===== config.mk =====
export PLATFORM = sky130hd
export DESIGN_NAME = vram_arbiter
export DESIGN_NICKNAME = d
export VERILOG_FILES = /design/src/rtl/vram_arbiter.sv
export SDC_FILE = /design/constraint.sdc
export NUM_CORES = 1
export LEC_CHECK = 0
export ABC_AREA = 0
export ABC_CLOCK_PERIOD_IN_PS = 4300
export CELL_PAD_IN_SITES_DETAIL_PLACEMENT = 0
export CELL_PAD_IN_SITES_GLOBAL_PLACEMENT = 2
export CORE_MARGIN = 3
export CORE_UTILIZATION = 25
export DETAILED_ROUTE_END_ITERATION = 8
export PLACE_DENSITY = 0.86
export SETUP_SLACK_MARGIN = 0.2
export SYNTH_ARGS = -nofsm -noshare
export SYNTH_HDL_FRONTEND = slang
export SYNTH_SLANG_ARGS = --single-unit
export TNS_END_PERCENT = 30

===== constraint.sdc =====
create_clock -name clk -period 4.3 [get_ports clk]
set_input_delay 0.43 -clock clk [delete_from_list [all_inputs] [get_ports clk]]
set_output_delay 0.43 -clock clk [all_outputs]
set_load 0.02 [all_outputs]

===== src/rtl/vram_arbiter.sv =====
// vram_arbiter: single-port VRAM arbiter between a streaming display reader
// and a host writer. The display normally wins; a host request that has
// waited STARVE_LIMIT cycles is forced ahead, dropping that cycle's display
// read (flagged on disp_miss). Rows with V > 95 are outside the visible
// frame: host writes there are rejected, display reads there return black.
module vram_arbiter #(
  parameter int unsigned STARVE_LIMIT = 8
) (
  input  logic        clk,
  input  logic        reset,
  // display read port
  input  logic        disp_req,
  input  logic [13:0] disp_addr,
  output logic        disp_valid,
  output logic [2:0]  disp_data,
  output logic        disp_miss,
  // host write port
  input  logic        host_wr_req,
  input  logic [13:0] host_addr,
  input  logic [2:0]  host_data,
  output logic        host_ack,
  output logic        host_err,
  // VRAM port
  output logic [13:0] mem_addr,
  output logic        mem_we,
  output logic [2:0]  mem_wdata,
  input  logic [2:0]  mem_rdata
);

  localparam int unsigned CNT_W = $clog2(STARVE_LIMIT + 1);
  localparam logic [CNT_W-1:0] STARVE_MAX = CNT_W'(STARVE_LIMIT);
  localparam logic [6:0] V_LAST = 7'd95;

  localparam logic [1:0] S_IDLE = 2'd0;
  localparam logic [1:0] S_DRD  = 2'd1;
  localparam logic [1:0] S_HWR  = 2'd2;
  localparam logic [1:0] S_HERR = 2'd3;

  logic [1:0]       state_q, state_d;
  logic [CNT_W-1:0] starve_cnt_q, starve_cnt_d;

  logic [13:0] mem_addr_q, mem_addr_d;
  logic        mem_we_q, mem_we_d;
  logic [2:0]  mem_wdata_q, mem_wdata_d;

  logic        disp_miss_q, disp_miss_d;

  // Read pipeline: stage 1 = address on VRAM, stage 2 = data returning.
  logic        rd1_q, rd1_d;
  logic        bad1_q, bad1_d;
  logic        rd2_q;
  logic        bad2_q;
  logic        disp_valid_q;
  logic [2:0]  disp_data_q, disp_data_d;

  logic host_busy;
  logic host_elig;
  logic starve_hit;
  logic host_grant;
  logic host_bad;
  logic disp_bad;

  assign host_busy  = (state_q == S_HWR) || (state_q == S_HERR);
  assign host_elig  = host_wr_req && !host_busy;
  assign starve_hit = (starve_cnt_q == STARVE_MAX);
  assign host_grant = host_elig && (!disp_req || starve_hit);
  assign host_bad   = (host_addr[13:7] > V_LAST);
  assign disp_bad   = (disp_addr[13:7] > V_LAST);

  // Next-state arbitration: forced/idle-display host, else display, else idle.
  always_comb begin
    // NOTE: every always_comb output gets a default first so no path can infer a latch.
    state_d     = S_IDLE;
    disp_miss_d = 1'b0;
    if (host_grant) begin
      state_d     = host_bad ? S_HERR : S_HWR;
      disp_miss_d = disp_req;
    end else if (disp_req) begin
      state_d = S_DRD;
    end
  end

  // Starvation counter: counts ungranted host-waiting cycles, saturating.
  always_comb begin
    starve_cnt_d = starve_cnt_q;
    if (!host_wr_req || host_grant) begin
      starve_cnt_d = '0;
    end else if (!starve_hit) begin
      starve_cnt_d = starve_cnt_q + 1'b1;
    end
  end

  // VRAM command for the cycle being granted; address holds when not accessing.
  always_comb begin
    mem_addr_d  = mem_addr_q;
    mem_we_d    = 1'b0;
    mem_wdata_d = mem_wdata_q;
    case (state_d)
      S_HWR: begin
        mem_addr_d  = host_addr;
        mem_we_d    = 1'b1;
        mem_wdata_d = host_data;
      end
      S_DRD: begin
        mem_addr_d = disp_addr;
      end
      default: begin
        mem_we_d = 1'b0;
      end
    endcase
  end

  // Read pipeline inputs and returned colour (out-of-frame rows read as black).
  always_comb begin
    rd1_d       = (state_d == S_DRD);
    bad1_d      = (state_d == S_DRD) && disp_bad;
    disp_data_d = 3'b000;
    if (rd2_q && !bad2_q) begin
      disp_data_d = mem_rdata;
    end
  end

  // FSM, counter and VRAM command registers.
  always_ff @(posedge clk or negedge reset) begin
    if (!reset) begin
      state_q      <= S_IDLE;
      starve_cnt_q <= '0;
      mem_addr_q   <= '0;
      mem_we_q     <= 1'b0;
      mem_wdata_q  <= '0;
      disp_miss_q  <= 1'b0;
    end else begin
      // NOTE: sequential state uses non-blocking assignment so every register samples pre-edge values.
      state_q      <= state_d;
      starve_cnt_q <= starve_cnt_d;
      mem_addr_q   <= mem_addr_d;
      mem_we_q     <= mem_we_d;
      mem_wdata_q  <= mem_wdata_d;
      disp_miss_q  <= disp_miss_d;
    end
  end

  // Display read pipeline; reset flushes in-flight reads so none complete late.
  always_ff @(posedge clk or negedge reset) begin
    if (!reset) begin
      rd1_q        <= 1'b0;
      bad1_q       <= 1'b0;
      rd2_q        <= 1'b0;
      bad2_q       <= 1'b0;
      disp_valid_q <= 1'b0;
      disp_data_q  <= '0;
    end else begin
      rd1_q        <= rd1_d;
      bad1_q       <= bad1_d;
      rd2_q        <= rd1_q;
      bad2_q       <= bad1_q;
      disp_valid_q <= rd2_q;
      disp_data_q  <= disp_data_d;
    end
  end

  assign mem_addr   = mem_addr_q;
  assign mem_we     = mem_we_q;
  assign mem_wdata  = mem_wdata_q;
  assign disp_valid = disp_valid_q;
  assign disp_data  = disp_data_q;
  assign disp_miss  = disp_miss_q;
  assign host_ack   = host_busy;
  assign host_err   = (state_q == S_HERR);

endmodule


### Word level (Yosys, flattened, before mapping)

Index checks and enable logic that the tools add are counted.

* flip-flop bits (word level): 33
* logic and storage cells: 42
* bits of input ports: 38

* equality and inequality tests: 6
* reduce and logical (&&, ||, !) cells: 12
* $lt $le $gt $ge: 2
* mux-type cells: 9
* $add $sub $neg: 1

Operators with widths (count)
* $pmux 14 s2: 1
* $gt 7x7->1 const B: 2
* $mux 4: 2
* $eq 2x2->1 const B: 3
* $add 4x1->4 const B: 1
* $eq 4x4->1 const B: 1
* $logic_and 1x1->1: 4
* $logic_not 1->1: 4
* $mux 1: 4
* $logic_or 1x1->1: 3
* $mux 3: 1
* $eq 2x1->1 const B: 1
* $mux 2: 1
* $ne 2x1->1 const B: 1
* $reduce_bool 2->1: 1

### Longest topological paths before layout

Gate-level depths: netlist of run 1.

* depth after elaboration: 8
* gate-level depth with buffers: 11

### Worst setup path after synthesis of run 1

Ideal clock, no wire load.

* kind: reg-to-reg
* start point: register starve_cnt_q[0]
* end point: register mem_addr_q[10], in the netlist mem_addr[10]
* setup slack: 1975 ps
* setup time: 124 ps
* buffers on the path: 3
* required time: 4176 ps
* stages on the path, launching flop included: 12
* arrival: 2201 ps
* clock period less this slack: 2325 ps
* cell sequence: dfrtp_1 > inv_1 > ha_1 > and3b_1 > buf_6 > a21boi_1 > a31oi_1 > ha_1 > buf_1 > clkbuf_1 > nand2b_1 > o31a_1

* cells in the longest elaborated chain, start to end: 6
* elaborated cells between the ends (all ways): 8
* those cells by class: 3 x eq/ne; 2 x mux; 3 x reduce/logical

Ends and longest elaborated chain
* start, declared: RTL line 40 `logic [CNT_W-1:0] starve_cnt_q, starve_cnt_d;`
* start signal, assigned: RTL line 135 `starve_cnt_q <= starve_cnt_d;`
* $eq 4x4->1 *: RTL line 65 `assign starve_hit = (starve_cnt_q == STARVE_MAX);`
* $logic_or 1x1->1 *: RTL line 66 `assign host_grant = host_elig && (!disp_req || starve_hit);`
* $logic_and 1x1->1 *: RTL line 66
* $mux 2 *: RTL line 75 `if (host_grant) begin`
* $eq 2x1->1 *
* named net rd1_d: RTL line 49 `logic rd1_q, rd1_d;`
* $pmux 14 s2 or $reduce_bool 2->1 (tied branches)
* end signal, assigned: RTL line 136 `mem_addr_q <= mem_addr_d;`
* end, declared: RTL line 42 `logic [13:0] mem_addr_q, mem_addr_d;`

The timed path passes the listed nets; every way through them passes the cells marked *.
A chain may end at the register's enable or synchronous reset.

### Final worst setup path of run 1

* start point: input port host_wr_req
* end point: register mem_addr_q[4], in the netlist mem_addr[4]

* cells in the longest elaborated chain, start to end: 5
* elaborated cells between the ends (all ways): 7
* those cells by class: 2 x eq/ne; 2 x mux; 3 x reduce/logical

Ends and longest elaborated chain
* start, declared: RTL line 18 `input logic host_wr_req,`
* $logic_and 1x1->1 *: RTL line 64 `assign host_elig = host_wr_req && !host_busy;`
* $logic_and 1x1->1 *: RTL line 66
* $mux 2 *: RTL line 75
* $eq 2x1->1 *
* named net rd1_d: RTL line 49
* $pmux 14 s2 or $reduce_bool 2->1 (tied branches)

Marks and branches as above.

==> results of run 1 <==
-- sequential cells by signal, summed over array words and instances (netlist names) --
name,count
bad1_q,1
bad2_q,1
disp_data,3
disp_miss,1
disp_valid,1
mem_addr,14
mem_wdata,3
mem_we,1
rd1_q,1
rd2_q,1
starve_cnt_q,4
state_q,2
-- layer usage --
| metal | vias up | part of all wire, % | track usage, % |
|---|---|---|---|
| met3 | 6 | 7.7 | 4.33 |
| met2 | 42 | 44 | 16.5 |
| met5 | - | 0 | 0 |
| met1 | 653 | 47 | 14.6 |
| li1 | 691 | - | - |
| met4 | 0 | 1.1 | 3.25 |
-- path summary, 6_finish.rpt --
kind,endpoint,slack (ns),cells after the start
max reg2reg,mem_addr[4]$_DFFE_PN0P_,1.57,9
min in group clk,bad2_q$_DFF_PN0_,0.35,0
min reg2reg,bad2_q$_DFF_PN0_,0.35,0
min,disp_data[2]$_DFF_PN0_,0.20,1
max in group asynchronous,mem_addr[0]$_DFFE_PN0P_,3.63,1
max,mem_addr[4]$_DFFE_PN0P_,1.41,6
-- power breakdown --
group	switching, mW	total (mW)	internal [mW]
Clock	0.117	0.306	0.188
Combinational	0.112	0.248	0.135
Sequential	0.0195	0.366	0.347
-- cells in the final DEF (no fill, tap or decap), types with 2 or more instances in the layout --
master	Yosys	layout
nand2b_1	14	14
clkbuf_8	0	6
a21boi_0	2	2
nor2b_1	16	15
inv_1	3	3
a31o_1	14	14
ha_1	4	4
mux2i_1	2	2
o31a_1	14	14
mux2_2	3	3
a21oi_1	15	15
buf_4	0	3
dfrtp_1	33	33
nor3b_1	4	4
clkdlybuf4s50_1	0	61
and3_1	2	2
and2_1	4	4
nand2_1	14	14
-- cell type report --
| class | count | area [um2] |
|---|---|---|
| timing repair buffer | 65 | 638 |
| tap | 77 | 96.3 |
| fill | 658 | 4030 |
| clock buffer | 6 | 82.6 |
| clock inverter | 2 | 37.5 |
| inverter | 3 | 11.3 |
| multi-input combinational | 116 | 811 |
| sequential | 33 | 826 |
-- through the flow --
stage	power (mW)	hold WS, ns	setup slack, ns
after floorplan	0.495	0.134	1.97
after global placement	0.621	0.338	1.20
after detailed placement	0.623	0.337	1.10
after CTS	0.933	0.225	1.40
after global routing	0.969	0.255	1.09
final	0.920	0.201	1.41
-- logic make-up after synthesis --
| logic type | after synthesis | synth area share (%) |
|---|---|---|
| xor gates and xnor gates | 2 | 1.01 |
| adders and majority gates | 4 | 2.89 |
| buffers and inverters | 18 | 5.64 |
| AOI/OAI and AO/OA | 48 | 20.7 |
| DFF | 33 | 47.7 |
| muxes | 5 | 3.11 |
| and+or+nand+nor | 57 | 19.0 |
==> impl_metrics.ini, run 1 <==
[synthesis]
synth_area_um2 = 1730
ys_ff_latch = 33
synth-warning-count = 0
ys_top_cells_by_area = dfrtp_1 (48%), a31o_1 (7.1%), o31a_1 (7.1%), nor2b_1 (5.8%), nand2b_1 (5.1%)
synth_edf_count = 0
synth.largest_area_cell = dfrtp_1
synth_most_common_cell = dfrtp_1
yosysSeqAreaShare_pct = 47.7
synth-main-ff-cell = dfrtp_1
yosys-top-cells-count = dfrtp_1 (33), nor2b_1 (16), a21oi_1 (15)
ys_async_sr_fraction_pct = 100
mappedNetlistNets = 209
syn_inst = 167
ys_types = 27
avgSynthCellArea_um2 = 10.4
yosysTopAreaCellShare_pct = 47.7

[sta]
fin_worst_skew_ns = 0.00758
max-slew-margin-rel_pct = 43.9
setup_viol = 0
tightestPinTransition_ns = 0.841
fin_setup_tns_ns = 0
slew_violations = 0
hold_violations = 0
fin_crit_ns = 2.89
rsz0062_at_grt = no
max_freq_mhz = 346
finalCritPeriodShare_pct = 67.2

[drt]
dr.pass1.iters = 4
route.vias.total = 1392
vias_per_cell = 4.61
wl_per_cell_um = 13.6
drc_errors = 0
ant_nets = 0
drt-total-wl_um = 4120
first_iter_violations = 62

[worst_setup_path]
cpMaxStageDelayCell = nor2b_2
cp.arrival_ns = 3.05
crit_start = host_wr_req
crit_type = in -> reg
path_buf_inv = 1
slowest_delay_ns = 0.60
cp-end-kind = flop
worstPathRequired_ns = 4.46
crit_path_cell_trace = clkdlybuf4s50_1 -> nor2b_2 -> a21boi_1 -> a31oi_1 -> ha_1 -> o31a_1
crit_path_start_kind = primary input
crit_path_max_fanout = 28
cp_top_family = compound AO/OA/AOI/OAI gates
rr_startpoint = starve_cnt_q[0]$_DFFE_PN0P_

[clock_network]
root_buffer = clkbuf_8
clockBufferDepth = 2
clk_latency_ns = 0.28
htreeDepth = 2
cts_resized = 0
ctsHoldBuffers = 0
post_cts_buffers = 0
clock_sinks = 33
clk_pin_slew_ns = 0.07
numCtsBuffers = 5
cts_tree = yes

[run]
max_cap_violations = 0

[cells_and_area]
fin_util_pct = 38.3
layout-drive-gt1-share_pct = 7.56
nNetsFinal = 266
finalInstanceArea_um2 = 2500
finalNonFillerCells = 302
antenna_cells = 0
syn2layout_area_growth_pct = 44.5

[global_routing]
grt_max_degree = 34
grt_overflow_total = 0
antenna_found_initial = 0
grt_first_pass_wirelength_um = 6670
grt_usage_pct = 11.0
grt_pass1_vias = 1376

[placed_design]
routabilityCongestion = 0.711
dp_hpwl_um = 2970
portBuffers = 62
dpl_cell_area_um2 = 2380
dpl.cell_count = 294

[power_and_ir_drop]
p_per_area_nw_per_um2 = 368
leakage_nw = 1.02
irDropWorstVdd_uv = 114

[floorplanning]
rows = 29
die_area_um2 = 7960
die_x_um = 89.2
initial_core_util_pct = 26.5
core-area_um2 = 6530
io_pins = 63
die_h_um = 89.2

[run_status]
status = finished clean

[worst_hold_path]
hold_class = in -> async
Power figures use the tool's default switching activity.
==> run 2: changes to the inputs <==
--- a/config.mk
+++ b/config.mk
@@ -6,7 +6,7 @@
 export NUM_CORES = 1
 export LEC_CHECK = 0
 export ABC_AREA = 0
-export ABC_CLOCK_PERIOD_IN_PS = 4300
+export ABC_CLOCK_PERIOD_IN_PS = 2800
 export CELL_PAD_IN_SITES_DETAIL_PLACEMENT = 0
 export CELL_PAD_IN_SITES_GLOBAL_PLACEMENT = 2
 export CORE_MARGIN = 3
==> constraint.sdc (replaced) <==
create_clock -name clk -period 2.8 [get_ports clk]
set_input_delay 0.28 -clock clk [delete_from_list [all_inputs] [get_ports clk]]
set_output_delay 0.28 -clock clk [all_outputs]
set_load 0.02 [all_outputs]
==> impl_metrics.ini, run 2 (synthesized netlist as in run 1, its figures left out) <==
[clock_network]
cts_resized = 0
root_buffer = clkbuf_8
cts_tree = yes
clk_latency_ns = 0.28
htreeDepth = 2
ctsHoldBuffers = 0
clockBufferDepth = 2
clk_pin_slew_ns = 0.07
numCtsBuffers = 5
clock_sinks = 33
post_cts_buffers = 0

[placed_design]
routabilityCongestion = 0.727
portBuffers = 62
dpl.cell_count = 295
place_ws_ns = 0.464
dpl_cell_area_um2 = 2400
dp_hpwl_um = 2930

[floorplanning]
die_area_um2 = 7960
io_pins = 63
core-area_um2 = 6530
die_x_um = 89.2
initial_core_util_pct = 26.5
rows = 29
die_h_um = 89.2

[sta]
slew_violations = 0
rsz0062_at_grt = no
tightestPinTransition_ns = 0.726
hold_violations = 0
setup_ws_ns = 0.595
holdWs_ns = 0.0485
fin_worst_skew_ns = 0.00794
max-slew-margin-rel_pct = 51.6
finalCritPeriodShare_pct = 78.8
setup_viol = 0
max_freq_mhz = 453
fin_crit_ns = 2.21
fin_setup_tns_ns = 0

[worst_setup_path]
cp.arrival_ns = 2.37
crit_type = reg -> reg
worstPathRequired_ns = 2.97
crit_path_max_fanout = 28
crit_path_start_kind = flop
cp-end-kind = flop

[drt]
drc_errors = 0
ant_nets = 0
vias_per_cell = 4.60
drt-total-wl_um = 4050
wl_per_cell_um = 13.4
dr.pass1.iters = 4
route.vias.total = 1393
first_iter_violations = 70

[global_routing]
grt_first_pass_wirelength_um = 6560
grt_usage_pct = 10.8
grt_max_degree = 34
grt_pass1_vias = 1339
antenna_found_initial = 0
grt_overflow_total = 0

[cells_and_area]
fin_util_pct = 38.1
nNetsFinal = 267
layout_common_cells = clkdlybuf4s50_1 (61), dfrtp_1 (33), nor2b_1 (15), a21oi_1 (15)
layout-drive-gt1-share_pct = 7.96
finalInstanceArea_um2 = 2490
finalNonFillerCells = 303
syn2layout_area_growth_pct = 43.7
largest_reg_flops = 14
antenna_cells = 0
mostFrequentLayoutCell = clkdlybuf4s50_1

[power_and_ir_drop]
p_per_area_nw_per_um2 = 521
irDropWorstVdd_uv = 172
leakage_nw = 1.02
finalPower_mw = 1.30

[run_status]
status = finished clean

[worst_hold_path]
hold_class = in -> async

[run]
max_cap_violations = 0
## run 2: path summary, 6_finish.rpt
| path | startpoint | end | slack, ns | cells after the start |
|---|---|---|---|---|
| min in group clk | rd1_q$_DFF_PN0_ | rd2_q$_DFF_PN0_ | 0.36 | 0 |
| min | reset | disp_data[2]$_DFF_PN0_ | 0.05 | 1 |
| max | starve_cnt_q[0]$_DFFE_PN0P_ | mem_addr[4]$_DFFE_PN0P_ | 0.59 | 8 |
| min reg2reg | rd1_q$_DFF_PN0_ | rd2_q$_DFF_PN0_ | 0.36 | 0 |
| max reg2reg | starve_cnt_q[0]$_DFFE_PN0P_ | mem_addr[4]$_DFFE_PN0P_ | 0.59 | 8 |
| max in group asynchronous | reset | mem_addr[4]$_DFFE_PN0P_ | 2.28 | 1 |
## run 2: critical path, cell delays in order (launching register included)
cell and delay [ns]:
dfrtp_1 0.38, inv_1 0.08, ha_1 0.22, and3b_1 0.20
a21boi_1 0.26, a31oi_1 0.12, ha_1 0.35, buf_12 0.17
o31a_1 0.30
## run 2: layer usage
| layer | wire length, um | vias to the layer above | track usage, % |
|---|---|---|---|
| met2 | 1860 | 40 | 15.6 |
| met3 | 250 | 5 | 3.87 |
| met5 | 0 | - | 0 |
| met1 | 1890 | 653 | 14.8 |
| li1 | - | 695 | - |
| met4 | 60 | 0 | 4.06 |
## run 2: layout make-up
| type | count | area, um2 |
|---|---|---|
| repair buffers | 66 | 658 |
| clock inverters | 3 | 17.5 |
| flip-flops and latches | 33 | 826 |
| inverters | 3 | 11.3 |
| multi-input cells | 116 | 811 |
| well taps | 77 | 96.3 |
| clock buffers | 5 | 68.8 |
| fillers | 671 | 4040 |
## run 2: power breakdown
| part | total [mW] | switching [mW] | internal [mW] |
|---|---|---|---|
| Clock | 0.346 | 0.174 | 0.171 |
| Sequential | 0.563 | 0.0296 | 0.533 |
| Combinational | 0.388 | 0.174 | 0.214 |
==> run 3: changes to the inputs <==
--- a/config.mk
+++ b/config.mk
@@ -6,7 +6,7 @@
 export NUM_CORES = 1
 export LEC_CHECK = 0
 export ABC_AREA = 0
-export ABC_CLOCK_PERIOD_IN_PS = 2800
+export ABC_CLOCK_PERIOD_IN_PS = 2050
 export CELL_PAD_IN_SITES_DETAIL_PLACEMENT = 0
 export CELL_PAD_IN_SITES_GLOBAL_PLACEMENT = 2
 export CORE_MARGIN = 3
==> constraint.sdc (replaced) <==
create_clock -name clk -period 2.05 [get_ports clk]
set_input_delay 0.205 -clock clk [delete_from_list [all_inputs] [get_ports clk]]
set_output_delay 0.205 -clock clk [all_outputs]
set_load 0.02 [all_outputs]
==> impl_metrics.ini, run 3 (synthesized netlist as in run 1, its figures left out) <==
[run_status]
status = finished, violations left
violations = negative hold slack

[drt]
dr.pass1.iters = 6
wl_per_cell_um = 13.7
drc_errors = 0
drt-total-wl_um = 4360
vias_per_cell = 4.65
route.vias.total = 1480
ant_nets = 0
first_iter_violations = 37

[cells_and_area]
layout-drive-gt1-share_pct = 17.4
syn2layout_area_growth_pct = 57.8
multiInputGateArea_um2 = 878
mostFrequentLayoutCell = clkdlybuf4s50_1
layout_common_cells = clkdlybuf4s50_1 (61), dfrtp_1 (33), nor2b_1 (15), a21oi_1 (15)
seqCellArea_um2 = 826
finalInstanceArea_um2 = 2730
fin_util_pct = 41.8
finalNonFillerCells = 318
largest_reg_flops = 14
antenna_cells = 0
nFillCells = 646
nNetsFinal = 282

[floorplanning]
die_area_um2 = 7960
io_pins = 63
initial_core_util_pct = 26.5
core-area_um2 = 6530
die_x_um = 89.2
rows = 29
die_h_um = 89.2

[global_routing]
grt_usage_pct = 11.6
grt_util_met1_pct = 16.1
met2_usage_pct = 17.1
antenna_found_initial = 0
grt_overflow_total = 0
busiest_layer = met2
grt_max_degree = 34
grtUsageMet3_pct = 3.04
grt_first_pass_wirelength_um = 6990
grt_pass1_vias = 1485

[worst_setup_path]
crit_path_start_kind = primary input
crit_type = in -> reg
rr_startpoint = starve_cnt_q[0]$_DFFE_PN0P_
cp_top_family = buffers and inverters
crit_path_cell_trace = clkdlybuf4s50_1 -> nor2b_2 -> a21boi_1 -> ha_4 -> buf_6 -> buf_16 -> nand2b_1 -> o31a_1
path_buf_inv = 3
cpMaxStageDelayCell = clkdlybuf4s50_1
crit_start = host_wr_req
r2r_cells = 10
cp.depth = 8
cp.arrival_ns = 2.11
r2r_setup_slack_ns = 0.16
cp-end-kind = flop
worstPathRequired_ns = 2.27
crit_path_max_fanout = 7
slowest_delay_ns = 0.52

[sta]
holdWs_ns = -0.0189
fin_crit_ns = 1.89
setup_viol = 0
rsz0062_at_grt = yes
hold_violations = 26
fin_worst_skew_ns = 0.00228
max-slew-margin-rel_pct = 50.5
tightestPinTransition_ns = 0.742
slew_violations = 0
finalCritPeriodShare_pct = 92.4
max_freq_mhz = 528

[clock_network]
htreeDepth = 2
cts_tree = yes
clk_latency_ns = 0.28
numCtsBuffers = 5
clock_sinks = 33
clk_pin_slew_ns = 0.07
root_buffer = clkbuf_8
clockBufferDepth = 2

[placed_design]
dpl.cell_count = 303
routabilityCongestion = 0.737
portBuffers = 62
dp_hpwl_um = 2980
dpl_cell_area_um2 = 2480

[worst_hold_path]
hold_class = in -> async

[power_and_ir_drop]
p_per_area_nw_per_um2 = 686
power.switching_uw = 549
p_sw_share_pct = 29.3
clockPowerShare_pct = 25.6
irDropWorstVdd_uv = 312
leakage_nw = 1.14
power_frac_comb_pct = 33.6
seqPwrFrac_pct = 40.8
intPower_mw = 1.32
finalPower_mw = 1.87

[run]
max_cap_violations = 0
run 3: final timing paths:
path	end
worst max-delay path	mem_addr[0]$_DFFE_PN0P_
worst min-delay path	mem_addr[9]$_DFFE_PN0P_
worst max register to register	mem_addr[0]$_DFFE_PN0P_
worst min register to register	rd2_q$_DFF_PN0_
max in group asynchronous	state_q[0]$_DFF_PN0_
min in group clk	rd2_q$_DFF_PN0_
run 3: final cells by class:
type                            instances  share of cell area, %
Inverter                                3                  0.412
Clock buffer                            5                   2.52
Multi-Input combinational cell        116                   32.1
Clock inverter                          3                  0.641
Sequential cell                        33                   30.2
Timing Repair Buffer                   81                   30.5
Tap cell                               77                   3.53
run 3: power by group through the flow:
stage | Sequential, mW | Combinational (mW) | Clock [mW]
after global routing | 0.774 | 0.681 | 0.534
after CTS | 0.765 | 0.631 | 0.507
after global placement | 0.779 | 0.546 | 0
after floorplan | 0.860 | 0.195 | 0
final | 0.765 | 0.630 | 0.479
after detailed placement | 0.777 | 0.554 | 0
run 3: timing repair:
item / 4_1_cts / 5_1_grt
endpoints found under the setup margin: 17 / 14
gates resized for setup: 8 / 4
pin swaps: 7 / 0
hold buffers: 0 / 0
setup buffers: 4 / 0
cloned: 3 / 0
run 3: per-layer routing:
metal	up-vias	wire length (um)
li1	729	-
met1	705	2060
met2	38	1960
met3	8	271
met4	0	68
met5	-	0
run 3: stage by stage:
step / setup TNS, ns / setup slack [ns]
after detailed placement: -0.944 / -0.0712
after floorplan: 0 / 0.00547
final: 0 / 0.156
after CTS: 0 / 0.155
after global routing: 0 / 0.0599
after global placement: -0.382 / -0.0286
